==> src/rtl/pwm_pkg.sv <==
// Shared constants and types for the switch-driven PWM duty ramp block.
package pwm_pkg;

  localparam int unsigned DUTY_W        = 4;
  localparam int unsigned DB_BITS_DEF   = 16;
  localparam int unsigned STEP_BITS_DEF = 12;

  typedef enum logic [1:0] {
    IDLE,
    UP,
    DOWN
  } ramp_state_t;

endpackage

==> src/rtl/sw_debounce.sv <==
// Two-flop synchronizer and stability filter for the duty-request switch bank.
// Produces the accepted target code and a one-cycle pulse after each accepted change.
module sw_debounce
  import pwm_pkg::*;
#(
  parameter int unsigned DB_BITS = DB_BITS_DEF
) (
  input  logic              clk,
  input  logic              rst_n,
  input  logic [DUTY_W-1:0] sw_raw,
  output logic [DUTY_W-1:0] sw_stable,
  output logic              stable_pulse
);

  logic [DUTY_W-1:0]  r_sync1;
  logic [DUTY_W-1:0]  r_sync2;
  logic [DUTY_W-1:0]  r_cand;
  logic [DUTY_W-1:0]  r_target;
  logic [DB_BITS-1:0] r_db_cnt;
  logic               r_pulse;
  logic               w_accept;

  // A candidate is accepted only after the counter has saturated on it.
  assign w_accept = (r_db_cnt == '1) && (r_cand != r_target);

  always_ff @(posedge clk or negedge rst_n) begin
    if (!rst_n) begin
      r_sync1  <= '0;
      r_sync2  <= '0;
      r_cand   <= '0;
      r_target <= '0;
      r_db_cnt <= '0;
      r_pulse  <= 1'b0;
    end else begin
      r_sync1 <= sw_raw;
      r_sync2 <= r_sync1;
      if (r_sync2 != r_cand) begin
        r_cand   <= r_sync2;
        r_db_cnt <= '0;
      end else if (r_db_cnt != '1) begin
        r_db_cnt <= r_db_cnt + 1'b1;
      end
      if (w_accept) begin
        r_target <= r_cand;
      end
      r_pulse <= w_accept;
    end
  end

  assign sw_stable    = r_target;
  assign stable_pulse = r_pulse;

endmodule

==> src/rtl/pwm_duty_ramp.sv <==
// Debounced switch bank to PWM duty code. With PWM_RAMP_EN defined the duty code
// walks toward the target one LSB per 2**STEP_BITS cycles; otherwise it jumps.
module pwm_duty_ramp
  import pwm_pkg::*;
#(
  parameter int unsigned DB_BITS   = DB_BITS_DEF,
  parameter int unsigned STEP_BITS = STEP_BITS_DEF
) (
  input  logic              clk,
  input  logic              rst_n,
  input  logic [DUTY_W-1:0] sw,
  output logic [DUTY_W-1:0] duty,
  output logic              busy
);

  if (DB_BITS < 1 || STEP_BITS < 1) begin : g_bad_param
    $error("pwm_duty_ramp: DB_BITS and STEP_BITS must be at least 1");
  end

  logic [DUTY_W-1:0] w_target;
  logic              w_tgt_upd;
  logic [DUTY_W-1:0] r_duty;
  logic              r_busy;

  sw_debounce #(
    .DB_BITS (DB_BITS)
  ) u_sw_debounce (
    .clk          (clk),
    .rst_n        (rst_n),
    .sw_raw       (sw),
    .sw_stable    (w_target),
    .stable_pulse (w_tgt_upd)
  );

`ifdef PWM_RAMP_EN
  ramp_state_t          r_state;
  ramp_state_t          w_state_nxt;
  logic [STEP_BITS-1:0] r_step_tmr;
  logic                 w_inc;
  logic                 w_dec;

  // Direction comes straight from the registered compare, so a step can never
  // carry duty past a target that moved underneath it.
  always_comb begin
    w_state_nxt = IDLE;
    w_inc       = 1'b0;
    w_dec       = 1'b0;
    if (w_target > r_duty) begin
      w_state_nxt = UP;
    end else if (w_target < r_duty) begin
      w_state_nxt = DOWN;
    end
    if (r_step_tmr == '1) begin
      w_inc = (w_state_nxt == UP);
      w_dec = (w_state_nxt == DOWN);
    end
  end

  always_ff @(posedge clk or negedge rst_n) begin
    if (!rst_n) begin
      r_state    <= IDLE;
      r_step_tmr <= '0;
      r_duty     <= '0;
      r_busy     <= 1'b0;
    end else begin
      r_state <= w_state_nxt;
      r_busy  <= (w_state_nxt != IDLE);
      // Timer keeps running across UP<->DOWN reversals; only IDLE clears it.
      if (w_state_nxt == IDLE) begin
        r_step_tmr <= '0;
      end else begin
        r_step_tmr <= r_step_tmr + 1'b1;
      end
      if (w_inc) begin
        r_duty <= r_duty + 1'b1;
      end else if (w_dec) begin
        r_duty <= r_duty - 1'b1;
      end
    end
  end

  a_no_wrap: assert property (@(posedge clk) disable iff (!rst_n)
    !(w_inc && r_duty == '1) && !(w_dec && r_duty == '0));

  a_busy_state: assert property (@(posedge clk) disable iff (!rst_n)
    r_busy == (r_state != IDLE));
`else
  always_ff @(posedge clk or negedge rst_n) begin
    if (!rst_n) begin
      r_duty <= '0;
      r_busy <= 1'b0;
    end else begin
      if (w_tgt_upd) begin
        r_duty <= w_target;
      end
      r_busy <= (r_duty != w_target);
    end
  end
`endif

  assign duty = r_duty;
  assign busy = r_busy;

endmodule
==> config.mk <==
export PLATFORM = sky130hd
export DESIGN_NAME = pwm_duty_ramp
export DESIGN_NICKNAME = d
export VERILOG_FILES = /design/src/rtl/pwm_pkg.sv /design/src/rtl/sw_debounce.sv /design/src/rtl/pwm_duty_ramp.sv
export SDC_FILE = /design/constraint.sdc
export NUM_CORES = 1
export LEC_CHECK = 0
export BUFFER_PORTS_ARGS = -buffer_cell sky130_fd_sc_hd__buf_2
export CAP_MARGIN = 15
export CORE_ASPECT_RATIO = 1.25
export CORE_MARGIN = 2
export CORE_UTILIZATION = 49
export DETAILED_ROUTE_END_ITERATION = 12
export PLACE_DENSITY = 0.68
export SETUP_SLACK_MARGIN = 0.15
export SLEW_MARGIN = 20
export SYNTH_ARGS = -nofsm -noshare
export SYNTH_HDL_FRONTEND = slang
export SYNTH_HIERARCHICAL = 1
export SYNTH_SLANG_ARGS = --single-unit
export TNS_END_PERCENT = 1
==> constraint.sdc <==
create_clock -name clk -period 2.91 [get_ports clk]
set_clock_uncertainty 0.15 [all_clocks]
set_input_delay 0.291 -clock clk [delete_from_list [all_inputs] [get_ports clk]]
set_output_delay 0.291 -clock clk [all_outputs]
set_load 0.03 [all_outputs]
# After elaboration in Yosys (flattened, before gate mapping)
# Cells that the tools add are included.
classes:
  n_addsub: 1
  multipliers: 0
  div_mod_pow: 0
  magnitude_cmp: 0
  n_eq_ne: 5
  n_shift: 0
  muxes: 2
  bitwise: 0
  n_reduce_logical: 2
op_table:
  columns: ["op", "n"]
  rows:
  - ["16-bit two-way mux", 2]
  - ["16-bit by 1-bit adder with 16-bit output (second input constant)", 1]
  - ["16-bit equality test (second input constant)", 1]
  - ["16-bit inequality test (second input constant)", 1]
  - ["4-bit inequality test", 3]
  - ["2-bit nonzero test", 1]
  - ["1-bit logical AND", 1]
word_totals:
  regBits: 38
  latch_bits: 0
  mem_bits_rw: 0
  rom_bits: 0
  out_inout_bits: 5
  n_memories: 0

# Depth between registers and ports, before layout
# Gate-level depths: netlist of run 1.
depth:
  word_depth: 3
  depth_mapped: 6
  ltp_nobuf: 5

# Cells and area by module
# The synthesis of run 1 kept the hierarchy.
modules_own_cells:
  columns: ["module", "instances", "cells_each", "area_each_um2", "seq_area_each_um2"]
  rows:
  - ["sw_debounce", 1, 126, 1433.9, 825.8]
  - ["pwm_duty_ramp", 1, 14, 211.5, 125.1]

# Worst setup path before layout of run 1
# OpenSTA, ideal clock, no wires.
synth_timing:
  path_type: "register to register"
  start: "register u_sw_debounce.r_db_cnt[0]"
  end: "register u_sw_debounce.r_target[0], in the netlist u_sw_debounce/sw_stable[0]"
  setup_time_ns: 0.128
  arrival_ns: 1.821
  path_slack_ns: 0.811
  stages_incl_launch_ff: 6
  n_path_buf: 1
  path_cell_list: "dfrtp_1 ha_1 nand4_1 nor4_2 buf_2 mux2_1"
synth_via:
  elab_chain_len: 2
synth_lines:
  columns: ["element", "line", "source"]
  rows:
  - ["start: declaration", "sw_debounce.sv:19", "logic [DB_BITS-1:0] r_db_cnt;"]
  - ["start signal: assignment", "sw_debounce.sv:41", "r_db_cnt <= r_db_cnt + 1'b1;"]
  - ["16-bit equality test", "sw_debounce.sv:24", "assign w_accept = (r_db_cnt == '1) && (r_cand != r_target);"]
  - ["1-bit logical AND", "sw_debounce.sv:24", null]
  - ["end signal: assignment", "sw_debounce.sv:44", "r_target <= r_cand;"]
  - ["end: declaration", "sw_debounce.sv:18", "logic [DUTY_W-1:0] r_target;"]
# Every way passes these cells.
# A chain may end at the register's enable or synchronous reset.

# Worst setup path after layout of run 1
layout_timing:
  start: "register u_sw_debounce.r_db_cnt[0]"
  end: "register u_sw_debounce.r_db_cnt[1]"
layout_via:
  elab_chain_len: 3
  word_cells_on_any_way: 5
  cone_classes: "add/sub: 1; eq/ne: 1; mux: 2; reduce/logical: 1"
layout_lines:
  columns: ["element", "line", "source"]
  rows:
  - ["16-bit by 1-bit adder with 16-bit output", "sw_debounce.sv:41", null]
  - ["16-bit two-way mux", "sw_debounce.sv:40", "end else if (r_db_cnt != '1) begin"]
  - ["16-bit two-way mux", "sw_debounce.sv:37", "if (r_sync2 != r_cand) begin"]
# Parallel ways exist; a longest one is shown, timed or not. The select of a mux whose other input is x is not followed.

==> impl_metrics.json, run 1 <==
{
  "status": "finished, final reports clean",
  "hold_violations": 0,
  "cts-root-buf": "clkbuf_8",
  "synth_compound_gate_area_share": 0.0935,
  "grt_pass1_wl_um": 5080,
  "crit_path_start": "u_sw_debounce/r_db_cnt[0]",
  "grt_overflow": 0,
  "port_buffers": 10,
  "clkSlewWorstSetupHoldPaths_ns": 0.07,
  "vias": 1117,
  "setup.worst_path.class": "flip-flop to flip-flop",
  "rsz0062_at_grt": "no",
  "placement_rows": 23,
  "final_common_cell": "dfrtp_1",
  "ir_drop_mv": 0.512,
  "synth.distinct_cells": 33,
  "start_util": 0.510,
  "nets": 162,
  "drc": 0,
  "multiInputGateArea_um2": 662,
  "gp_congestion": 0.814,
  "final_util": 0.595,
  "diodes": 0,
  "ios": 11,
  "syn2layout_area_growth_pct": 16.5,
  "grt_max_degree": 39,
  "hold-worst-slack_ns": 0.201,
  "min_from": "u_sw_debounce/r_sync1[2]",
  "dieArea_um2": 3840,
  "slew_headroom": 0.455,
  "end_kind": "flip-flop",
  "numCtsBuffers": 5,
  "required_ns": 2.91,
  "p_leak_nw": 0.851,
  "layout_common_cells": "dfrtp_1, buf_2, xnor2_1, or3_1, a21oi_1",
  "cp_max_fo": 19,
  "worst_slew_pin_slew_ns": 0.817,
  "synth_nets": 147,
  "syn_area_um2": 1650,
  "syn_area_per_cell_um2": 11.8,
  "clockBufferDepth": 2,
  "hp-class": "flip-flop to flip-flop",
  "ys_ff_latch": 38,
  "synth_xor_area_frac": 0.0745,
  "die_x_um": 55.8,
  "ys_warn_count": 6,
  "drv_cap": 0,
  "arrival_ns": 2.38,
  "htree_levels": 2,
  "routed_wl_um": 2810,
  "reg2reg_depth": 6,
  "clk_latency_ns": 0.29,
  "syn_inst": 140,
  "timing_max_transition_violations_final": 0,
  "p_per_area_nw_per_um2": 586,
  "grt_pass1_vias": 1149,
  "synthMuxAreaShare": 0.0608,
  "hold_depth": 0,
  "numClockSinks": 38,
  "cts_tree": "yes",
  "die_h_um": 68.8,
  "track_usage": 0.179,
  "antenna_found_initial": 0,
  "ant_nets": 0,
  "timing.rr.start": "u_sw_debounce/r_db_cnt[0]",
  "wl_per_cell_um": 14.5,
  "fin_setup_tns_ns": 0,
  "yosysTopAreaCell": "dfrtp_1",
  "yosys-top-cells-area": "dfrtp_1, xnor2_1, xor2_1",
  "synthSimpleGateAreaFrac": 0.160,
  "drive_above_1_share": 0.167,
  "dpl.cell_count": 180,
  "yosysSeqAreaShare": 0.578,
  "cp-start-kind": "flip-flop",
  "fillers": 282,
  "synth.top_cell.area_share": 0.578,
  "routed_via_density": 5.79,
  "fin_cells": 193,
  "synth_top_family_by_area": "simple AND/OR/NAND/NOR gates",
  "fmax_mhz": 421,
  "fin_crit_sh": 0.817,
  "setup_viol": 0,
  "synth-adder-area-share": 0.00760,
  "period_needed_ns": 2.38,
  "first_iter_violations": 49,
  "place_hpwl_um": 1920,
  "dr.pass1.iters": 4,
  "fp.coreArea_um2": 3220,
  "register_area_um2": 951
}
## per-layer routing
metal,GRT usage,vias up,part of all wire
met5,0,-,0
met4,0.0714,0,0.0096
met3,0.0616,2,0.042
met2,0.321,21,0.51
met1,0.199,558,0.43
li1,-,536,-
## worst max-delay path, stage by stage, from the launching register on
cell     delay (ns)
dfrtp_1        0.39
ha_1           0.21
nand4_1        0.36
nor4_4         0.57
buf_4          0.31
mux2i_1        0.20
nor2_1         0.05
## flip-flops by register name, indices dropped and copies added (netlist names)
register                    cells
busy                            1
u_sw_debounce/r_db_cnt         16
u_sw_debounce/sw_stable         4
u_sw_debounce/r_sync2           4
u_sw_debounce/r_sync1           4
duty                            4
u_sw_debounce/r_cand            4
u_sw_debounce/stable_pulse      1
## cell usage after synthesis, drive strengths merged
| cell | number |
|---|---|
| dfrtp | 38 |
| mux2i | 1 |
| or4 | 2 |
| o41ai | 2 |
| or3 | 8 |
| a211oi | 1 |
| clkbuf | 5 |
| mux2 | 8 |
| o41a | 1 |
| and3 | 2 |
| a21o | 1 |
| nor2b | 2 |
| or2 | 1 |
| and4 | 1 |
| o31ai | 3 |
| nor2 | 7 |
| nor3 | 3 |
| ha | 1 |
| o2111ai | 1 |
| xnor2 | 8 |
| buf | 3 |
| xor2 | 6 |
| o311ai | 1 |
| nand3 | 5 |
| nand2 | 4 |
| nand4 | 6 |
| a21oi | 8 |
| inv | 2 |
| o21ai | 6 |
| nor4 | 3 |
## area by class of cell
class,instances,share of cell area
clock buffers,6,0.0431
clock inverters,2,0.0313
inverters,2,0.00392
multi-input cells,92,0.345
flip-flops and latches,38,0.496
well taps,37,0.0242
repair buffers,16,0.0561
## timing repair
item                      CTS  global route
setup buffers               0             0
hold buffers                5             0
gates resized for setup     0             0
hold endpoints to repair   42             0
## final timing paths
check | slack (ns) | end
setup / recovery | 0.53 | u_sw_debounce/r_db_cnt[1]
hold / removal | 0.20 | u_sw_debounce/r_sync2[2]
setup reg to reg | 0.53 | u_sw_debounce/r_db_cnt[1]
hold reg to reg | 0.20 | u_sw_debounce/r_sync2[2]
max in group asynchronous | 1.62 | u_sw_debounce/r_db_cnt[10]
min in group asynchronous | 0.48 | duty[2]
## cell families (layout without fill, tap and decap cells)
| group | count (synthesis) | after routing |
|---|---|---|
| buffers and inverters | 10 | 26 |
| AOI/OAI and AO/OA | 24 | 24 |
| xor gates and xnor gates | 14 | 14 |
| and+or+nand+nor | 44 | 44 |
| muxes | 9 | 9 |
| adders and majority gates | 1 | 1 |
| DFF | 38 | 38 |
## stage by stage
stage / total power, W / cell area [um2] / worst slack (ns)
after floorplan: 0.000566 / 1650 / 0.811
after global placement: 0.000580 / 1720 / 0.655
after detailed placement: 0.000582 / 1720 / 0.538
after CTS: 0.00114 / 1920 / 0.515
after global routing: 0.00117 / 1920 / 0.313
final: 0.00112 / 1920 / 0.534
## power breakdown
group          leakage (nW)  total (W)  switching, W  internal (W)
sequential            0.503   0.000543    0.00000627      0.000537
clock                0.0714   0.000548      0.000182      0.000365
combinational         0.277  0.0000317     0.0000186     0.0000131
total                 0.851    0.00112      0.000207      0.000916
No activity file was read; power rests on OpenSTA's default activity.
==> run 2: changes to the inputs <==
Settings changed: PLACE_DENSITY 0.68 to 0.7.
Clock period 2.91 ns to 2 ns, I/O delays scaled along.
==> impl_metrics.json, run 2 (synthesis results as in run 1) <==
{
  "routed_via_density": 5.61,
  "routed_wl_um": 2850,
  "min_from": "u_sw_debounce/r_sync1[3]",
  "clk_latency_ns": 0.29,
  "start_util": 0.510,
  "ir_drop_mv": 0.669,
  "wl_per_cell_um": 14.0,
  "clkSlewWorstSetupHoldPaths_ns": 0.07,
  "hold_violations": 0,
  "port_buffers": 10,
  "crit_path_start": "u_sw_debounce/r_db_cnt[0]",
  "r2r_setup_slack_ns": 0.12,
  "hp-class": "flip-flop to flip-flop",
  "timing_max_transition_violations_final": 0,
  "cp-start-kind": "flip-flop",
  "slew_headroom": 0.462,
  "fp.coreArea_um2": 3220,
  "seqPwrFrac": 0.492,
  "dr.pass1.iters": 4,
  "drv_cap": 0,
  "die_x_um": 55.8,
  "required_ns": 2.03,
  "cts_tree": "yes",
  "hold-worst-slack_ns": 0.203,
  "die_h_um": 68.8,
  "arrival_ns": 1.91,
  "syn2layout_area_growth_pct": 22.7,
  "p_leak_nw": 0.889,
  "clockBufferDepth": 2,
  "period_needed_ns": 1.88,
  "top_register": "u_sw_debounce/r_db_cnt",
  "p_int_w": 0.00130,
  "ant_nets": 0,
  "status": "finished, final reports clean",
  "numClockSinks": 38,
  "drive_above_1_share": 0.271,
  "setup.worst_path.class": "flip-flop to flip-flop",
  "ios": 11,
  "fin_setup_tns_ns": 0,
  "cp_max_fo": 6,
  "final_common_cell": "dfrtp_1",
  "power.switching_w": 0.000306,
  "power_w": 0.00161,
  "vias": 1138,
  "track_usage": 0.177,
  "rsz0062_at_grt": "yes",
  "gp_congestion": 0.815,
  "postPlaceCellArea_um2": 1790,
  "htree_levels": 2,
  "grt_pass1_wl_um": 5030,
  "timing.rr.start": "u_sw_debounce/r_db_cnt[0]",
  "worst_slew_pin_slew_ns": 0.806,
  "place_hpwl_um": 1960,
  "final_cell_area_um2": 2020,
  "drc": 0,
  "swShare": 0.190,
  "first_iter_violations": 23,
  "layout_common_cells": "dfrtp_1, buf_2, buf_4",
  "dieArea_um2": 3840,
  "power_frac_comb": 0.030,
  "diodes": 0,
  "largest_reg_flops": 16,
  "end_kind": "flip-flop",
  "cts-root-buf": "clkbuf_8",
  "antenna_found_initial": 0,
  "numCtsBuffers": 5,
  "nets": 172,
  "placement_rows": 23,
  "grt_max_degree": 39,
  "grt_overflow": 0,
  "p_clk_frac": 0.478,
  "fmax_mhz": 532,
  "setup_viol": 0,
  "p_per_area_nw_per_um2": 796,
  "fin_crit_sh": 0.939,
  "grt_pass1_vias": 1163
}
## run 2: cell count changes in the layout (fill, tap and decap cells not counted), moves of 2 or more
| cell | before | now |
|---|---|---|
| dfrtp_1 | 38 | 36 |
| mux2_1 | 4 | 0 |
| mux2_4 | 0 | 4 |
| dfrtp_2 | 0 | 2 |
| buf_4 | 1 | 10 |
## run 2: stage by stage
step | utilization | instances | setup slack (ns)
after floorplan | - | 140 | 0.126
after global placement | 0.554 | 186 | 0.129
after detailed placement | 0.554 | 186 | 0.0762
after CTS | 0.624 | 203 | 0.146
after global routing | 0.627 | 203 | 0.0427
final | 0.627 | 203 | 0.122
## run 2: power groups by stage
stage / clock [W] / combinational, W / sequential [W]
floorplan: 0 / 0.0000198 / 0.000804
global placement: 0 / 0.0000406 / 0.000805
detailed placement: 0 / 0.0000423 / 0.000807
CTS: 0.000789 / 0.0000501 / 0.000791
global route: 0.000824 / 0.0000566 / 0.000792
finish: 0.000768 / 0.0000484 / 0.000791
## run 2: critical path, stage by stage, from the launching register on
cell     delay (ns)
dfrtp_1        0.38
ha_2           0.20
nand4_1        0.07
buf_4          0.17
nor4_4         0.26
buf_4          0.23
mux2_4         0.30
## run 2: final timing paths
check / to / depth (start not counted)
setup / recovery: u_sw_debounce/sw_stable[0] / 6
hold / removal: u_sw_debounce/r_sync2[3] / 0
hold reg to reg: u_sw_debounce/r_sync2[3] / 0
min in group asynchronous: u_sw_debounce/r_db_cnt[15] / 2
max in group asynchronous: u_sw_debounce/r_db_cnt[5] / 2
setup reg to reg: u_sw_debounce/sw_stable[0] / 6
## run 2: area by class of cell
class | instances | area, um2
fillers | 253 | 1200
flip-flops and latches | 38 | 953
multi-input cells | 92 | 688
repair buffers | 26 | 186
clock buffers | 5 | 68.8
clock inverters | 3 | 68.8
well taps | 37 | 46.3
inverters | 2 | 7.51
## run 2: per-layer routing
metal,track usage,routed length (um),vias to the layer above
li1,-,-,557
met1,0.184,1190,559
met2,0.321,1500,16
met3,0.0522,96,6
met4,0.110,63,0
met5,0,0,-
## run 2: timing repair
action	in CTS	in global routing
hold buffers	5	0
hold endpoints to repair	42	0
gates resized for setup	3	2
setup buffers	4	0
setup endpoints to repair	17	18
